--- config.mk ---
export PLATFORM = sky130hd
export DESIGN_NAME = packet_framer
export DESIGN_NICKNAME = d
export VERILOG_FILES = /design/src/rtl/framer_pkg.sv /design/src/rtl/packet_framer_crc8.sv /design/src/rtl/packet_framer.sv
export SDC_FILE = /design/constraint.sdc
export NUM_CORES = 1
export LEC_CHECK = 0
export ABC_AREA = 1
export CORE_MARGIN = 2
export CORE_UTILIZATION = 61
export CTS_CLUSTER_SIZE = 16
export DETAILED_ROUTE_END_ITERATION = 10
export PLACE_DENSITY = 0.94
export SYNTH_ARGS = -nofsm -noshare
export SYNTH_HDL_FRONTEND = slang
export SYNTH_SLANG_ARGS = --single-unit
--- constraint.sdc ---
create_clock -name clk -period 7.6 [get_ports clk]
set_input_delay 1.52 -clock clk [delete_from_list [all_inputs] [get_ports clk]]
set_output_delay 1.52 -clock clk [all_outputs]
set_load 0.05 [all_outputs]
--- src/rtl/framer_pkg.sv ---
// framer_pkg: shared constants, state encoding and CRC-8 helpers for the packet framer
// and the receive-side checker.
package framer_pkg;

    localparam logic [7:0] HEADER_DEFAULT = 8'h3c;
    localparam logic [7:0] CRC8_POLY      = 8'h07;

    typedef logic [47:0] pkt_t;

    typedef enum logic [2:0] {
        IDLE       = 3'd0,
        CRC        = 3'd1,
        WAIT_AVAIL = 3'd2,
        WAIT_BUSY  = 3'd3,
        WAIT_DONE  = 3'd4
    } framer_state_e;

    // One MSB-first CRC-8 step: shift in a single message bit
    function automatic logic [7:0] crc8_step(input logic [7:0] crc, input logic bit_in);
        return {crc[6:0], 1'b0} ^ (((crc[7] ^ bit_in) == 1'b1) ? CRC8_POLY : 8'h00);
    endfunction

    function automatic logic [15:0] sat_inc16(input logic [15:0] v);
        return (v == 16'hffff) ? v : v + 16'd1;
    endfunction

endpackage

--- src/rtl/packet_framer_crc8.sv ---
// crc8_serial: bit-serial CRC-8 (poly 0x07, zero seed, MSB first), one bit per enabled cycle.
// Shared with the receive-side checker.
module crc8_serial
    import framer_pkg::*;
(
    input  logic       clk,
    input  logic       rst_n,
    input  logic       clear,
    input  logic       en,
    input  logic       bit_in,
    output logic [7:0] crc
);

    logic [7:0] crc_r;

    // CRC register; clear wins over en so a new packet always starts from the zero seed
    always_ff @(posedge clk) begin
        if (!rst_n) begin
            crc_r <= 8'h00;
        end else if (clear) begin
            crc_r <= 8'h00;
        end else if (en) begin
            crc_r <= crc8_step(crc_r, bit_in);
        end
    end

    assign crc = crc_r;

endmodule

--- src/rtl/packet_framer.sv ---
// packet_framer: buffers payload words, frames them as {HEADER, word, crc8} and drives the
// transmitter with bounded retries. Define FRAMER_STATS_EN to add saturating statistics counters.
module packet_framer
    import framer_pkg::*;
#(
    parameter int         N_PKT     = 48,
    parameter int         DEPTH     = 4,
    parameter int         MAX_RETRY = 3,
    parameter logic [7:0] HEADER    = HEADER_DEFAULT
) (
    input  logic             clk,
    input  logic             rst_n,
    input  logic [31:0]      in_data,
    input  logic             in_valid,
    output logic             in_ready,
    output logic [N_PKT-1:0] data2send,
    output logic             start_tx,
    input  logic             avail_tx,
    input  logic [1:0]       err_code_tx,
    output logic             sent,
    output logic             dropped,
    output logic             busy
`ifdef FRAMER_STATS_EN
    ,
    output logic [15:0]      pkt_sent_cnt,
    output logic [15:0]      pkt_drop_cnt,
    output logic [15:0]      retry_cnt_total
`endif
);

    localparam int               PTR_W       = $clog2(DEPTH);
    localparam int               CNT_W       = PTR_W + 1;
    localparam logic [CNT_W-1:0] FULL_CNT    = CNT_W'(DEPTH);
    localparam logic [7:0]       RETRY_LIMIT = 8'(MAX_RETRY);

    logic [31:0]      mem_r [DEPTH];
    logic [PTR_W-1:0] wr_ptr_r;
    logic [PTR_W-1:0] rd_ptr_r;
    logic [CNT_W-1:0] count_r;
    logic [CNT_W-1:0] count_next_s;
    logic             in_ready_r;
    logic             push_s;

    framer_state_e state_r;
    framer_state_e state_next_s;
    logic [31:0]   word_r;
    logic [4:0]    bit_cnt_r;
    logic [1:0]    wait_cnt_r;
    logic [7:0]    retry_r;
    logic          avail_d_r;
    pkt_t          data2send_r;
    logic          start_tx_r;
    logic          sent_r;
    logic          dropped_r;
    logic          busy_r;
    logic [7:0]    crc_s;
    logic          bit_s;
    logic          latch_s;
    logic          crc_en_s;
    logic          load_pkt_s;
    logic          start_s;
    logic          pop_s;
    logic          sent_s;
    logic          drop_s;
    logic          retry_s;
    logic          fail_s;

    assign push_s = in_valid & in_ready_r;
    assign bit_s  = word_r[5'd31 - bit_cnt_r];

    crc8_serial u_crc (
        .clk    (clk),
        .rst_n  (rst_n),
        .clear  (latch_s),
        .en     (crc_en_s),
        .bit_in (bit_s),
        .crc    (crc_s)
    );

    // FIFO occupancy after this cycle's push and pop
    always_comb begin
        count_next_s = count_r;
        case ({push_s, pop_s})
            2'b10:   count_next_s = count_r + CNT_W'(1);
            2'b01:   count_next_s = count_r - CNT_W'(1);
            default: count_next_s = count_r;
        endcase
    end

    // FIFO storage; contents are don't-care while the entry is not counted
    always_ff @(posedge clk) begin
        if (push_s) begin
            mem_r[wr_ptr_r] <= in_data;
        end
    end

    // FIFO pointers, count and registered ready (reflects the full state before any pop)
    always_ff @(posedge clk) begin
        if (!rst_n) begin
            wr_ptr_r   <= '0;
            rd_ptr_r   <= '0;
            count_r    <= '0;
            in_ready_r <= 1'b1;
        end else begin
            if (push_s) begin
                wr_ptr_r <= wr_ptr_r + PTR_W'(1);
            end
            if (pop_s) begin
                rd_ptr_r <= rd_ptr_r + PTR_W'(1);
            end
            count_r    <= count_next_s;
            in_ready_r <= (count_next_s != FULL_CNT);
        end
    end

    // Next-state and per-cycle control; a failed attempt is resolved after the case
    always_comb begin
        state_next_s = state_r;
        latch_s      = 1'b0;
        crc_en_s     = 1'b0;
        load_pkt_s   = 1'b0;
        start_s      = 1'b0;
        pop_s        = 1'b0;
        sent_s       = 1'b0;
        drop_s       = 1'b0;
        retry_s      = 1'b0;
        fail_s       = 1'b0;
        case (state_r)
            IDLE: begin
                if (count_r != '0) begin
                    latch_s      = 1'b1;
                    state_next_s = CRC;
                end else begin
                    state_next_s = IDLE;
                end
            end
            CRC: begin
                crc_en_s = 1'b1;
                if (bit_cnt_r == 5'd31) begin
                    load_pkt_s   = 1'b1;
                    state_next_s = WAIT_AVAIL;
                end else begin
                    state_next_s = CRC;
                end
            end
            WAIT_AVAIL: begin
                if (avail_tx) begin
                    start_s      = 1'b1;
                    state_next_s = WAIT_BUSY;
                end else begin
                    state_next_s = WAIT_AVAIL;
                end
            end
            WAIT_BUSY: begin
                if (!avail_tx) begin
                    state_next_s = WAIT_DONE;
                end else if (wait_cnt_r == 2'd3) begin
                    fail_s = 1'b1;
                end else begin
                    state_next_s = WAIT_BUSY;
                end
            end
            WAIT_DONE: begin
                if (avail_tx && !avail_d_r) begin
                    if (err_code_tx == 2'b00) begin
                        pop_s        = 1'b1;
                        sent_s       = 1'b1;
                        state_next_s = IDLE;
                    end else begin
                        fail_s = 1'b1;
                    end
                end else begin
                    state_next_s = WAIT_DONE;
                end
            end
            default: state_next_s = IDLE;
        endcase
        if (fail_s) begin
            if (retry_r < RETRY_LIMIT) begin
                retry_s      = 1'b1;
                state_next_s = WAIT_AVAIL;
            end else begin
                pop_s        = 1'b1;
                drop_s       = 1'b1;
                state_next_s = IDLE;
            end
        end else begin
            retry_s = 1'b0;
        end
    end

    // State, datapath and registered outputs
    always_ff @(posedge clk) begin
        if (!rst_n) begin
            state_r     <= IDLE;
            word_r      <= 32'h0000_0000;
            bit_cnt_r   <= 5'd0;
            wait_cnt_r  <= 2'd0;
            retry_r     <= 8'd0;
            avail_d_r   <= 1'b0;
            data2send_r <= '0;
            start_tx_r  <= 1'b0;
            sent_r      <= 1'b0;
            dropped_r   <= 1'b0;
            busy_r      <= 1'b0;
        end else begin
            state_r    <= state_next_s;
            avail_d_r  <= avail_tx;
            start_tx_r <= start_s;
            sent_r     <= sent_s;
            dropped_r  <= drop_s;
            busy_r     <= (state_next_s != IDLE);
            if (latch_s) begin
                word_r    <= mem_r[rd_ptr_r];
                bit_cnt_r <= 5'd0;
            end else if (crc_en_s) begin
                bit_cnt_r <= bit_cnt_r + 5'd1;
            end
            // The register still lacks the last bit here, so fold it in on the way out
            if (load_pkt_s) begin
                data2send_r <= {HEADER, word_r, crc8_step(crc_s, bit_s)};
            end
            if (start_s) begin
                wait_cnt_r <= 2'd0;
            end else if (state_r == WAIT_BUSY) begin
                wait_cnt_r <= wait_cnt_r + 2'd1;
            end
            if (sent_s || drop_s) begin
                retry_r <= 8'd0;
            end else if (retry_s) begin
                retry_r <= retry_r + 8'd1;
            end
        end
    end

    assign in_ready  = in_ready_r;
    assign data2send = data2send_r;
    assign start_tx  = start_tx_r;
    assign sent      = sent_r;
    assign dropped   = dropped_r;
    assign busy      = busy_r;

`ifdef FRAMER_STATS_EN
    logic [15:0] pkt_sent_cnt_r;
    logic [15:0] pkt_drop_cnt_r;
    logic [15:0] retry_cnt_total_r;

    // Saturating statistics counters
    always_ff @(posedge clk) begin
        if (!rst_n) begin
            pkt_sent_cnt_r    <= 16'h0000;
            pkt_drop_cnt_r    <= 16'h0000;
            retry_cnt_total_r <= 16'h0000;
        end else begin
            if (sent_s) begin
                pkt_sent_cnt_r <= sat_inc16(pkt_sent_cnt_r);
            end
            if (drop_s) begin
                pkt_drop_cnt_r <= sat_inc16(pkt_drop_cnt_r);
            end
            if (retry_s) begin
                retry_cnt_total_r <= sat_inc16(retry_cnt_total_r);
            end
        end
    end

    assign pkt_sent_cnt    = pkt_sent_cnt_r;
    assign pkt_drop_cnt    = pkt_drop_cnt_r;
    assign retry_cnt_total = retry_cnt_total_r;
`endif

endmodule

==> impl_results.html <==
<table>
<tr><th>Metric</th><th>Value</th></tr>
<tr><th colspan="2">Finish</th></tr>
<tr><td>Most frequent cells in the layout</td><td>nor2_1 (221), o21ai_0 (135), edfxtp_1 (128)</td></tr>
<tr><td>Final Util</td><td>0.7295</td></tr>
<tr><td>Fraction of layout instances using a drive strength above 1</td><td>0.08251</td></tr>
<tr><td>Diode insertion count for antenna repair</td><td>0</td></tr>
<tr><td>Fin nets</td><td>1049</td></tr>
<tr><td>Layout filler cell count</td><td>954</td></tr>
<tr><td>Storage cell area</td><td>6088 µm²</td></tr>
<tr><td>Area growth, synth to finish</td><td>17.64%</td></tr>
<tr><td>Commonest non-fill, non-tap cell in the layout</td><td>nor2_1</td></tr>
<tr><td>Multi-input gate area</td><td>2820 µm²</td></tr>
<tr><th colspan="2">Global route</th></tr>
<tr><td>Largest net degree at the start of global routing</td><td>75</td></tr>
<tr><td>Antenna violations before repair</td><td>0</td></tr>
<tr><td>Global route total overflow</td><td>0</td></tr>
<tr><td>Via count of the first global-routing pass</td><td>7022</td></tr>
<tr><td>Wire length of the first global-routing pass</td><td>34.56 mm</td></tr>
<tr><td>Total routing usage reported by global routing</td><td>0.2681</td></tr>
<tr><th colspan="2">Worst setup path</th></tr>
<tr><td>CP startpoint kind</td><td>primary input</td></tr>
<tr><td>Critical Path RT</td><td>7.98 ns</td></tr>
<tr><td>Critical Path AT</td><td>4.00 ns</td></tr>
<tr><td>Kind of critical path</td><td>in -&gt; reg</td></tr>
<tr><td>CP cell instances</td><td>clkdlybuf4s50_1 &gt; inv_2 &gt; nor2_1 &gt; nand2_1 &gt; o22ai_2 &gt; nand2_1 &gt; nand2_1 &gt; ha_1 &gt; inv_1 &gt; fa_1 &gt; o21ai_0 &gt; o21ai_0 &gt; a21oi_1 &gt; nand3_1</td></tr>
<tr><td>CP delay by family, top</td><td>buffers and inverters</td></tr>
<tr><td>Maximum net fanout on the critical path</td><td>6</td></tr>
<tr><td>Worst path most repeated cell</td><td>nand2_1</td></tr>
<tr><td>Buf+Inv Stages, Crit Path</td><td>3</td></tr>
<tr><td>Longest individual stage delay on the worst path</td><td>0.60 ns</td></tr>
<tr><td>Slowest stage cell on the critical path</td><td>clkdlybuf4s50_1</td></tr>
<tr><td>CP endpoint kind</td><td>register</td></tr>
<tr><th colspan="2">Status</th></tr>
<tr><td>Result of the run</td><td>completed</td></tr>
<tr><th colspan="2">Clock network</th></tr>
<tr><td>Number of sinks on the clock net</td><td>240</td></tr>
<tr><td># Post-CTS Setup Buffers</td><td>0</td></tr>
<tr><td>CTS clock-pin slew for the worst setup and hold paths</td><td>0.06 ns</td></tr>
<tr><td>Clock buffer depth</td><td>3</td></tr>
<tr><td>Clock tree from TritonCTS</td><td>yes</td></tr>
<tr><td>Total clock buffers created by CTS</td><td>24</td></tr>
<tr><td>Post-cts resize count</td><td>0</td></tr>
<tr><td>Clk root buf</td><td>clkbuf_16</td></tr>
<tr><td>Insertion delay of the later-clocked pin in the worst-skew pair</td><td>0.51 ns</td></tr>
<tr><td>Cts-stage hold buffer count</td><td>0</td></tr>
<tr><td>CTS H-tree lvls</td><td>1</td></tr>
<tr><th colspan="2">Route</th></tr>
<tr><td>DRC violation total after the first TritonRoute iteration</td><td>866</td></tr>
<tr><td>First-pass iteration count of the detailed router</td><td>5</td></tr>
<tr><td>Drt via density</td><td>5.947</td></tr>
<tr><td>DRC viols</td><td>0</td></tr>
<tr><td>Antenna Nets Post-Route</td><td>0</td></tr>
<tr><td>Overall routed net length</td><td>21.82 mm</td></tr>
<tr><td>Avg WL per Cell</td><td>18.09 µm</td></tr>
<tr><td>Detailed-route via count</td><td>7172</td></tr>
<tr><th colspan="2">Synthesis</th></tr>
<tr><td>Compound-gate portion of the synthesized area</td><td>0.1135</td></tr>
<tr><td>Number of unique standard cell types used by synthesis</td><td>40</td></tr>
<tr><td>Simple-gate portion of the synthesized area</td><td>0.1675</td></tr>
<tr><td>Synthesized flop and latch total</td><td>240</td></tr>
<tr><td>Async S/R FF share, synth</td><td>0</td></tr>
<tr><td>Share of synthesized area spent on multiplexers</td><td>0</td></tr>
<tr><td>Avg Cell Area, Syn</td><td>9.987 µm²</td></tr>
<tr><td>Cells after synthesis</td><td>937</td></tr>
<tr><td>Arithmetic-cell share of the synthesized area counting full adders, half adders and majority gates</td><td>0.01417</td></tr>
<tr><td>Share of the yosys chip area belonging to registers</td><td>0.6504</td></tr>
<tr><td>Dominant combinational cell family by area after synthesis</td><td>simple AND/OR/NAND/NOR gates</td></tr>
<tr><td>Ys flop type</td><td>edfxtp_1</td></tr>
<tr><td>EDFF count, synth</td><td>128</td></tr>
<tr><td>Synthesis warning total</td><td>0</td></tr>
<tr><td>Netlist area before placement</td><td>9358 µm²</td></tr>
<tr><td>XOR/XNOR share of the synthesized area</td><td>0.001872</td></tr>
<tr><th colspan="2">Floorplan</th></tr>
<tr><td>Overall die width</td><td>127.9 µm</td></tr>
<tr><td>Placeable core area</td><td>15090 µm²</td></tr>
<tr><td>Standard-cell row count</td><td>45</td></tr>
<tr><td>Total die area</td><td>16350 µm²</td></tr>
<tr><td>Top Ports</td><td>91</td></tr>
<tr><td>Die span in y</td><td>127.9 µm</td></tr>
<tr><td>Initial core utilization</td><td>0.6201</td></tr>
<tr><th colspan="2">Power and ir drop</th></tr>
<tr><td>Max rail drop VDD</td><td>0.2200 mV</td></tr>
<tr><td>Leakage dissipation</td><td>0.004088 µW</td></tr>
<tr><td>Pwr dens</td><td>257.6 nW/µm²</td></tr>
<tr><th colspan="2">Timing</th></tr>
<tr><td>Slew @ Worst Pin</td><td>0.9874 ns</td></tr>
<tr><td>Total Neg Setup Slack</td><td>0 ns</td></tr>
<tr><td>Hold violation count in the final report</td><td>0</td></tr>
<tr><td>Final Slew Violations</td><td>0</td></tr>
<tr><td>Setup repair after global routing missed its margin</td><td>no</td></tr>
<tr><td>Setup violators final</td><td>0</td></tr>
<tr><td>Fin crit period</td><td>3.617 ns</td></tr>
<tr><td>Final Skew</td><td>0.01330 ns</td></tr>
<tr><td>Remaining max-slew budget at the tightest pin</td><td>0.3402</td></tr>
<tr><td>Maximum clock frequency</td><td>0.2765 GHz</td></tr>
<tr><td>Share of the clock period used by the worst path</td><td>0.4759</td></tr>
<tr><th colspan="2">Run</th></tr>
<tr><td>Number of violations of the max-capacitance limit</td><td>0</td></tr>
<tr><th colspan="2">Placed design</th></tr>
<tr><td>I/O Buffers</td><td>86</td></tr>
<tr><td>Final GP Congestion</td><td>0.8534</td></tr>
<tr><td>Placed wire-length estimate</td><td>12.35 mm</td></tr>
<tr><th colspan="2">Worst hold path</th></tr>
<tr><td>Class of the most critical hold timing path</td><td>reg -&gt; reg</td></tr>
</table>
synth_stat cells, types with 2 or more instances:
cell type | instances | area (µm²)
nand2_1 | 82 | 307.8
inv_2 | 10 | 37.54
a21oi_1 | 25 | 125.1
inv_1 | 37 | 138.9
o211ai_1 | 2 | 15.01
ha_1 | 9 | 112.6
buf_1 | 10 | 37.54
nor2_1 | 225 | 844.6
buf_2 | 13 | 65.06
o21ai_0 | 135 | 675.7
nand2_2 | 11 | 68.82
nand3_1 | 35 | 175.2
nand3_2 | 6 | 60.06
nor3_1 | 6 | 30.03
nor2_2 | 2 | 12.51
nand3b_1 | 2 | 15.01
a31oi_1 | 33 | 206.5
clkbuf_1 | 25 | 93.84
buf_6 | 2 | 22.52
buf_4 | 8 | 60.06
dfxtp_1 | 112 | 2242
edfxtp_1 | 128 | 3844
or2_0 | 2 | 12.51
final timing paths:
path	endpoint	cells past startpoint	start	slack (ns)
min reg2reg	retry_r[5]	2	retry_r[5]	0.43
max reg2reg	busy	10	bit_cnt_r[0]	4.09
min	retry_r[5]	2	retry_r[5]	0.43
max	in_ready	14	avail_tx	3.98
sequential cells by signal, indices dropped and copies added, names as in the netlist, 3 cells and up:
register / count
bit_cnt_r: 5
data2send: 41
mem_r: 128
retry_r: 8
count_r: 3
word_r: 32
state_r: 3
u_crc.crc: 8
through the flow:
stage                     worst slack [ns]  area (µm²)  total power (µW)  instances  hold slack (ns)
after detailed placement             3.571       10250              1719       1163           0.4210
after floorplan                      4.101        9369              1642        940           0.4083
after global placement               3.689       10250              1706       1163           0.4173
after global routing                 3.714       11010              2911       1206           0.4563
final                                3.983       11010              2836       1206           0.4303
after CTS                            4.046       11010              2838       1206           0.4302
layout make-up:
type                    instances  area share
clock buffers                  27     0.05751
clock inverters                16     0.01103
inverters                      50     0.01762
multi-input cells             591      0.2562
flip-flops and latches        240      0.5531
well taps                     188     0.02137
repair buffers                 94     0.08320
cell families after synthesis:
kind of cell    after synthesis
compound gates              200
other cells                   1
buf+inv                     109
fa+ha+maj                    10
simple gates                375
xor+xnor                      2
flops                       240
layer usage:
layer | global-route usage | wire, µm
met5 | 0 | 0
met4 | 0.1345 | 985
met3 | 0.05175 | 1976
met2 | 0.4703 | 10740
met1 | 0.3159 | 8115
power by group:
group / total [µW] / internal, µW / switching (µW)
sequential: 1490 / 1440 / 53.0
clock: 1130 / 662 / 470
combinational: 214 / 71.4 / 143
total: 2840 / 2170 / 666
worst reg2reg max path: cells and delay by family (launching register included):
kind	cells	cell delay, ns
adder cells (fa/ha/maj)	2	0.46
AO/OA/AOI/OAI	1	0.19
AND/OR/NAND/NOR	4	1.20
buffers and inverters	3	0.70
flip-flops	1	0.85
(Power assumes the default switching activity.)
